$ cat src/rtl/code_conv_pkg.sv
// rtl/code_conv_pkg.sv - shared types, widths and forward code map for the code inverse scanner
// Contents:
//   state_t  scanner FSM states (IDLE, SCAN, EMIT, NONE)
//   CODE_W   code/data width
//   NUM_X    number of source values scanned (1 << CODE_W)
//   f_fwd    forward 4-bit code converter y = f(x)
package code_conv_pkg;

  localparam int CODE_W = 4;
  localparam int NUM_X  = 1 << CODE_W;

  typedef enum logic [1:0] {
    IDLE = 2'd0,
    SCAN = 2'd1,
    EMIT = 2'd2,
    NONE = 2'd3
  } state_t;

  function automatic logic [CODE_W-1:0] f_fwd(input logic [CODE_W-1:0] x);
    logic [CODE_W-1:0] y;
    case (x)
      4'd0:    y = 4'd2;
      4'd1:    y = 4'd3;
      4'd2:    y = 4'd8;
      4'd3:    y = 4'd0;
      4'd4:    y = 4'd3;
      4'd5:    y = 4'd11;
      4'd6:    y = 4'd10;
      4'd7:    y = 4'd13;
      4'd8:    y = 4'd9;
      4'd9:    y = 4'd15;
      4'd10:   y = 4'd12;
      4'd11:   y = 4'd7;
      4'd12:   y = 4'd1;
      4'd13:   y = 4'd2;
      4'd14:   y = 4'd1;
      default: y = 4'd4;
    endcase
    return y;
  endfunction

endpackage

$ cat src/rtl/code_fwd_map.sv
// rtl/code_fwd_map.sv - combinational forward code map x -> y
// Ports:
//   x  in   CODE_W  source value
//   y  out  CODE_W  converted code f(x)
module code_fwd_map
  import code_conv_pkg::*;
(
  input  logic [CODE_W-1:0] x,
  output logic [CODE_W-1:0] y
);

  assign y = f_fwd(x);

endmodule

$ cat src/rtl/code_inverse_scanner.sv
// rtl/code_inverse_scanner.sv - streams every x with f(x)==code, ascending, over valid/ready
// Optional feature: MATCH_CNT_EN (registered preimage count on the last beat).
// Ports:
//   clk        in   1       clock, rising edge
//   rst_n      in   1       asynchronous active-low reset
//   req_valid  in   1       request present
//   req_ready  out  1       request accepted when high (IDLE only)
//   req_code   in   N_BITS  code to invert
//   out_valid  out  1       result beat present
//   out_ready  in   1       sink accepts beat
//   out_data   out  N_BITS  matching x (0 on a none beat)
//   out_last   out  1       final beat of this request
//   out_none   out  1       code has no preimage
//   match_cnt  out  2       preimage count during the last beat (0 unless MATCH_CNT_EN)
module code_inverse_scanner
  import code_conv_pkg::*;
#(
  parameter int N_BITS = CODE_W
) (
  input  logic              clk,
  input  logic              rst_n,
  input  logic              req_valid,
  output logic              req_ready,
  input  logic [N_BITS-1:0] req_code,
  output logic              out_valid,
  input  logic              out_ready,
  output logic [N_BITS-1:0] out_data,
  output logic              out_last,
  output logic              out_none,
  output logic [1:0]        match_cnt
);

  if (N_BITS != CODE_W) begin : g_bad_width
    $error("code_inverse_scanner: N_BITS must be 4");
  end

  state_t             state_r, state_n;
  logic [NUM_X-1:0]   mask_w, mask_r, mask_n;
  logic [CODE_W-1:0]  idx_r, idx_n;
  logic               last_r, last_n;
  logic [CODE_W:0]    shamt;
  logic [NUM_X-1:0]   rest;
  logic               accept;

  // One forward map per candidate x; the mask marks every x that lands on req_code.
  for (genvar i = 0; i < NUM_X; i++) begin : g_map
    logic [CODE_W-1:0] y;
    code_fwd_map u_map (
      .x (CODE_W'(i)),
      .y (y)
    );
    assign mask_w[i] = (y == req_code);
  end

  assign accept = req_valid && (state_r == IDLE);

  always_ff @(posedge clk or negedge rst_n) begin
    if (!rst_n) begin
      state_r <= IDLE;
      mask_r  <= '0;
      idx_r   <= '0;
      last_r  <= 1'b0;
    end else begin
      state_r <= state_n;
      mask_r  <= mask_n;
      idx_r   <= idx_n;
      last_r  <= last_n;
    end
  end

  always_comb begin
    state_n   = state_r;
    mask_n    = mask_r;
    idx_n     = idx_r;
    last_n    = last_r;
    req_ready = (state_r == IDLE);
    out_valid = 1'b0;
    out_data  = '0;
    out_last  = 1'b0;
    out_none  = 1'b0;
    // Bits above idx; a 5-bit shift amount keeps idx=15 from wrapping to a shift of 0.
    shamt     = {1'b0, idx_r} + 5'd1;
    rest      = mask_r >> shamt;
    case (state_r)
      IDLE: begin
        if (req_valid) begin
          mask_n  = mask_w;
          idx_n   = '0;
          last_n  = 1'b0;
          state_n = (mask_w == '0) ? NONE : SCAN;
        end
      end
      SCAN: begin
        if (mask_r[idx_r]) begin
          last_n  = (rest == '0);
          state_n = EMIT;
        end else begin
          idx_n = idx_r + 1'b1;
        end
      end
      EMIT: begin
        out_valid = 1'b1;
        out_data  = idx_r;
        out_last  = last_r;
        if (out_ready) begin
          if (last_r) begin
            state_n = IDLE;
          end else begin
            idx_n   = idx_r + 1'b1;
            state_n = SCAN;
          end
        end
      end
      NONE: begin
        out_valid = 1'b1;
        out_none  = 1'b1;
        out_last  = 1'b1;
        if (out_ready) state_n = IDLE;
      end
      default: state_n = IDLE;
    endcase
  end

`ifdef MATCH_CNT_EN
  logic [1:0] cnt_r;

  // At most two preimages exist, so a 2-bit count holds every case.
  always_ff @(posedge clk or negedge rst_n) begin
    if (!rst_n) begin
      cnt_r <= '0;
    end else if (accept) begin
      cnt_r <= 2'($countones(mask_w));
    end
  end

  assign match_cnt = (out_valid && out_last) ? cnt_r : 2'd0;
`else
  assign match_cnt = 2'd0;
`endif

endmodule
$ cat config.mk
export PLATFORM = sky130hd
export DESIGN_NAME = code_inverse_scanner
export DESIGN_NICKNAME = d
export VERILOG_FILES = /design/src/rtl/code_conv_pkg.sv /design/src/rtl/code_fwd_map.sv /design/src/rtl/code_inverse_scanner.sv
export SDC_FILE = /design/constraint.sdc
export NUM_CORES = 1
export LEC_CHECK = 0
export BUFFER_PORTS_ARGS = -buffer_cell sky130_fd_sc_hd__buf_2
export CAP_MARGIN = 20
export CORE_ASPECT_RATIO = 0.75
export CORE_MARGIN = 2
export CORE_UTILIZATION = 45
export CTS_CLUSTER_DIAMETER = 80
export DETAILED_ROUTE_END_ITERATION = 8
export MAX_ROUTING_LAYER = met4
export PLACE_DENSITY = 0.71
export SLEW_MARGIN = 20
export SYNTH_ARGS = -nofsm -noshare
export SYNTH_HDL_FRONTEND = slang
export SYNTH_HIERARCHICAL = 1
export SYNTH_SLANG_ARGS = --single-unit
export TNS_END_PERCENT = 100
$ cat constraint.sdc
create_clock -name clk -period 4.1 [get_ports clk]
set_clock_uncertainty 0.2 [all_clocks]
set_input_delay 0.41 -clock clk [delete_from_list [all_inputs] [get_ports clk]]
set_output_delay 0.41 -clock clk [all_outputs]
set_load 0.05 [all_outputs]
==> results.py <==
metrics = {
    "run_status": {
        "outcome": "finished clean",
    },
    "setup_path": {
        "worst_ep_required_time_ns": 4.10,
        "arrival_ns": 3.03,
        "r2r_slack_ns": 1.07,
        "worstPathMaxFanout": 17,
        "cp-start-kind": "flip-flop",
        "crit_type": "flip-flop to flip-flop",
        "critical_path.endpoint_type": "flip-flop",
    },
    "yosys": {
        "synthCells": 536,
        "synth.avg_cell_area_um2": 7.374,
        "synth_edf_count": 0,
        "syn_area_um2": 3953,
        "synthArstFlopShare": 1.000,
        "synth-main-ff-cell": "dfrtp_1",
        "yosysWarnings": 6,
        "synth.distinct_cells": 49,
        "ys_seq_area_frac": 0.1456,
        "ys_ff_latch": 23,
    },
    "clock_network": {
        "hold_buffers": 1,
        "cts_tree": "yes",
        "clock_sinks": 23,
        "htreeDepth": 1,
        "cts_resized": 0,
        "cts-buffers-inserted": 3,
        "post_cts_buffers": 0,
        "cts_root_buf": "clkbuf_16",
        "path_clk_slew_ns": 0.06,
        "clockBufferDepth": 2,
        "insertion_delay_ns": 0.26,
    },
    "place": {
        "place_ws_ns": 1.092,
        "placed_cells": 869,
        "place_congestion": 0.8793,
        "port_buffers": 15,
        "dpl_cell_area_um2": 4885,
        "dp.final_hpwl_um": 6898,
    },
    "global_routing": {
        "grt_usage": 0.1953,
        "grt_max_degree": 27,
        "grt_pass1_wl_um": 15470,
        "antenna_found_initial": 0,
        "first_global_vias": 3572,
        "overflow": 0,
    },
    "power": {
        "switching_share": 0.4844,
        "p_switching_mw": 0.7346,
        "ir_drop_v": 0.0005135,
        "intPower_mw": 0.7818,
        "seq_power_share": 0.277,
        "p_leak_nw": 2.503,
        "p_clk_frac": 0.143,
        "powerDensity_nw_per_um2": 304.7,
        "combPwrFrac": 0.580,
        "fin_total_pwr_mw": 1.516,
    },
    "finish": {
        "antenna_cells": 0,
        "final_cells": 874,
        "syn_to_final_growth_pct": 25.93,
        "post-route-util": 0.5862,
        "post-route-cell-area_um2": 4977,
        "layout.nets": 780,
        "drive_gt1_frac": 0.09922,
    },
    "timing": {
        "maxSlewViolCount": 0,
        "whs_ns": 0.3332,
        "slew_headroom": 0.4547,
        "final.period_utilization": 0.7396,
        "setup_slack_ns": 1.068,
        "rsz0062_at_grt": "false",
        "tightest_slew_ns": 0.8179,
        "period_minus_slack_ns": 3.032,
        "setup_viol": 0,
        "fin_tns_setup_ns": 0,
        "fmax_ghz": 0.3298,
        "hold_viol_final": 0,
    },
    "detailed_routing": {
        "num_vias": 3942,
        "drc_errors": 0,
        "totalWireLength_um": 8584,
        "vias_per_cell": 4.510,
        "drtPass1Iterations": 4,
        "ant_nets": 0,
        "routedWlPerCell_um": 9.822,
        "drtIter0Drc": 165,
    },
    "hold_path": {
        "min_path_type": "flip-flop to flip-flop",
    },
    "floorplan": {
        "initial_utilization": 0.4655,
        "ios": 18,
        "die_area_um2": 9557,
        "coreArea_um2": 8491,
        "die_w_um": 112.2,
        "die_h_um": 85.17,
        "rows": 29,
    },
    "flow_run": {
        "drv_cap": 0,
    },
}
-- critical path, cell delays in order (launching register included) --
cell	delay (ns)
dfrtp_1	0.74
mux4_2	0.58
mux2i_1	0.20
o22ai_1	0.16
a221o_1	0.48
or4b_1	0.50
nand3_1	0.09
-- layout make-up --
type	count	area (um2)
multi-input cells	683	3949
inverters	40	150.1
flip-flops and latches	23	575.6
fillers	799	3513
clock inverters	1	7.507
repair buffers	16	85.08
clock buffers	3	75.07
well taps	108	135.1
-- per-layer routing --
| layer | part of all wire | routed length [um] | GRT usage |
|---|---|---|---|
| met2 | 0.51 | 4339 | 0.3614 |
| met4 | 0.0083 | 71 | 0.02882 |
| met1 | 0.47 | 4000 | 0.2348 |
| met3 | 0.020 | 173 | 0.02143 |
| met5 | 0 | 0 | - |
-- final timing paths --
path                                       startpoint  depth (start not counted)                endpoint
min in group asynchronous                       rst_n                          2    idx_r[3]$_DFFE_PN0P_
worst min-delay path            mask_r[5]$_DFFE_PN0P_                          1   mask_r[5]$_DFFE_PN0P_
worst max register to register   idx_r[1]$_DFFE_PN0P_                          6    idx_r[3]$_DFFE_PN0P_
worst max-delay path             idx_r[1]$_DFFE_PN0P_                          6    idx_r[3]$_DFFE_PN0P_
worst min register to register  mask_r[5]$_DFFE_PN0P_                          1   mask_r[5]$_DFFE_PN0P_
max in group asynchronous                       rst_n                          2  state_r[0]$_DFFE_PN0P_
-- cells in the final DEF (no fill, tap or decap), types with 5 or more instances in the layout --
cell / synthesis / final
conb_1: 2 / 262
xor2_1: 60 / 60
o21ai_1: 45 / 45
nand2_1: 44 / 44
o21ai_0: 43 / 43
inv_1: 25 / 25
nand3_1: 24 / 24
dfrtp_1: 23 / 23
nor4_1: 18 / 18
o211ai_1: 18 / 18
a211oi_1: 16 / 16
and3_1: 15 / 15
inv_2: 15 / 15
buf_2: 35 / 15
a2bb2oi_1: 14 / 14
a211oi_2: 14 / 14
nor3_2: 14 / 14
a21oi_1: 12 / 12
nor2_1: 10 / 10
mux2_1: 10 / 10
mux2_2: 7 / 7
nand2b_1: 7 / 7
ha_1: 5 / 5
-- Yosys cell counts, types with 10 or more instances --
| master | instances | share of area |
|---|---|---|
| nand2_1 | 44 | 0.042 |
| xor2_1 | 60 | 0.13 |
| inv_1 | 25 | 0.024 |
| nor4_1 | 18 | 0.028 |
| o21ai_0 | 43 | 0.054 |
| inv_2 | 15 | 0.014 |
| nor2_1 | 10 | 0.0095 |
| a2bb2oi_1 | 14 | 0.031 |
| o21ai_1 | 45 | 0.057 |
| dfrtp_1 | 23 | 0.15 |
| a21oi_1 | 12 | 0.015 |
| a211oi_1 | 16 | 0.030 |
| a211oi_2 | 14 | 0.044 |
| buf_2 | 35 | 0.044 |
| mux2_1 | 10 | 0.028 |
| nand3_1 | 24 | 0.030 |
| clkbuf_1 | 10 | 0.0095 |
| and3_1 | 15 | 0.024 |
| o211ai_1 | 18 | 0.034 |
| nor3_2 | 14 | 0.035 |
-- flip-flops by register name, indices dropped and copies added, names as in the netlist --
signal / flops
idx_r: 4
state_r: 2
mask_r: 16
last_r: 1
-- cell families after synthesis --
family,synth area share
AND/OR/NAND/NOR,0.2099
AO/OA/AOI/OAI,0.3014
other,0.001900
multiplexers,0.08136
flip-flops,0.1456
buffers and inverters,0.1022
XOR/XNOR,0.1418
adder cells (fa/ha/maj),0.01583
-- power by group through the flow --
stage                     combinational [mW]  clock [mW]  sequential (mW)
after global routing                   0.980       0.232            0.436
after CTS                              0.855       0.222            0.417
final                                  0.879       0.217            0.420
after floorplan                        0.803           0            0.337
after detailed placement               0.846           0            0.421
after global placement                 0.825           0            0.416
Note: power is estimated with default switching activity, not from simulation.
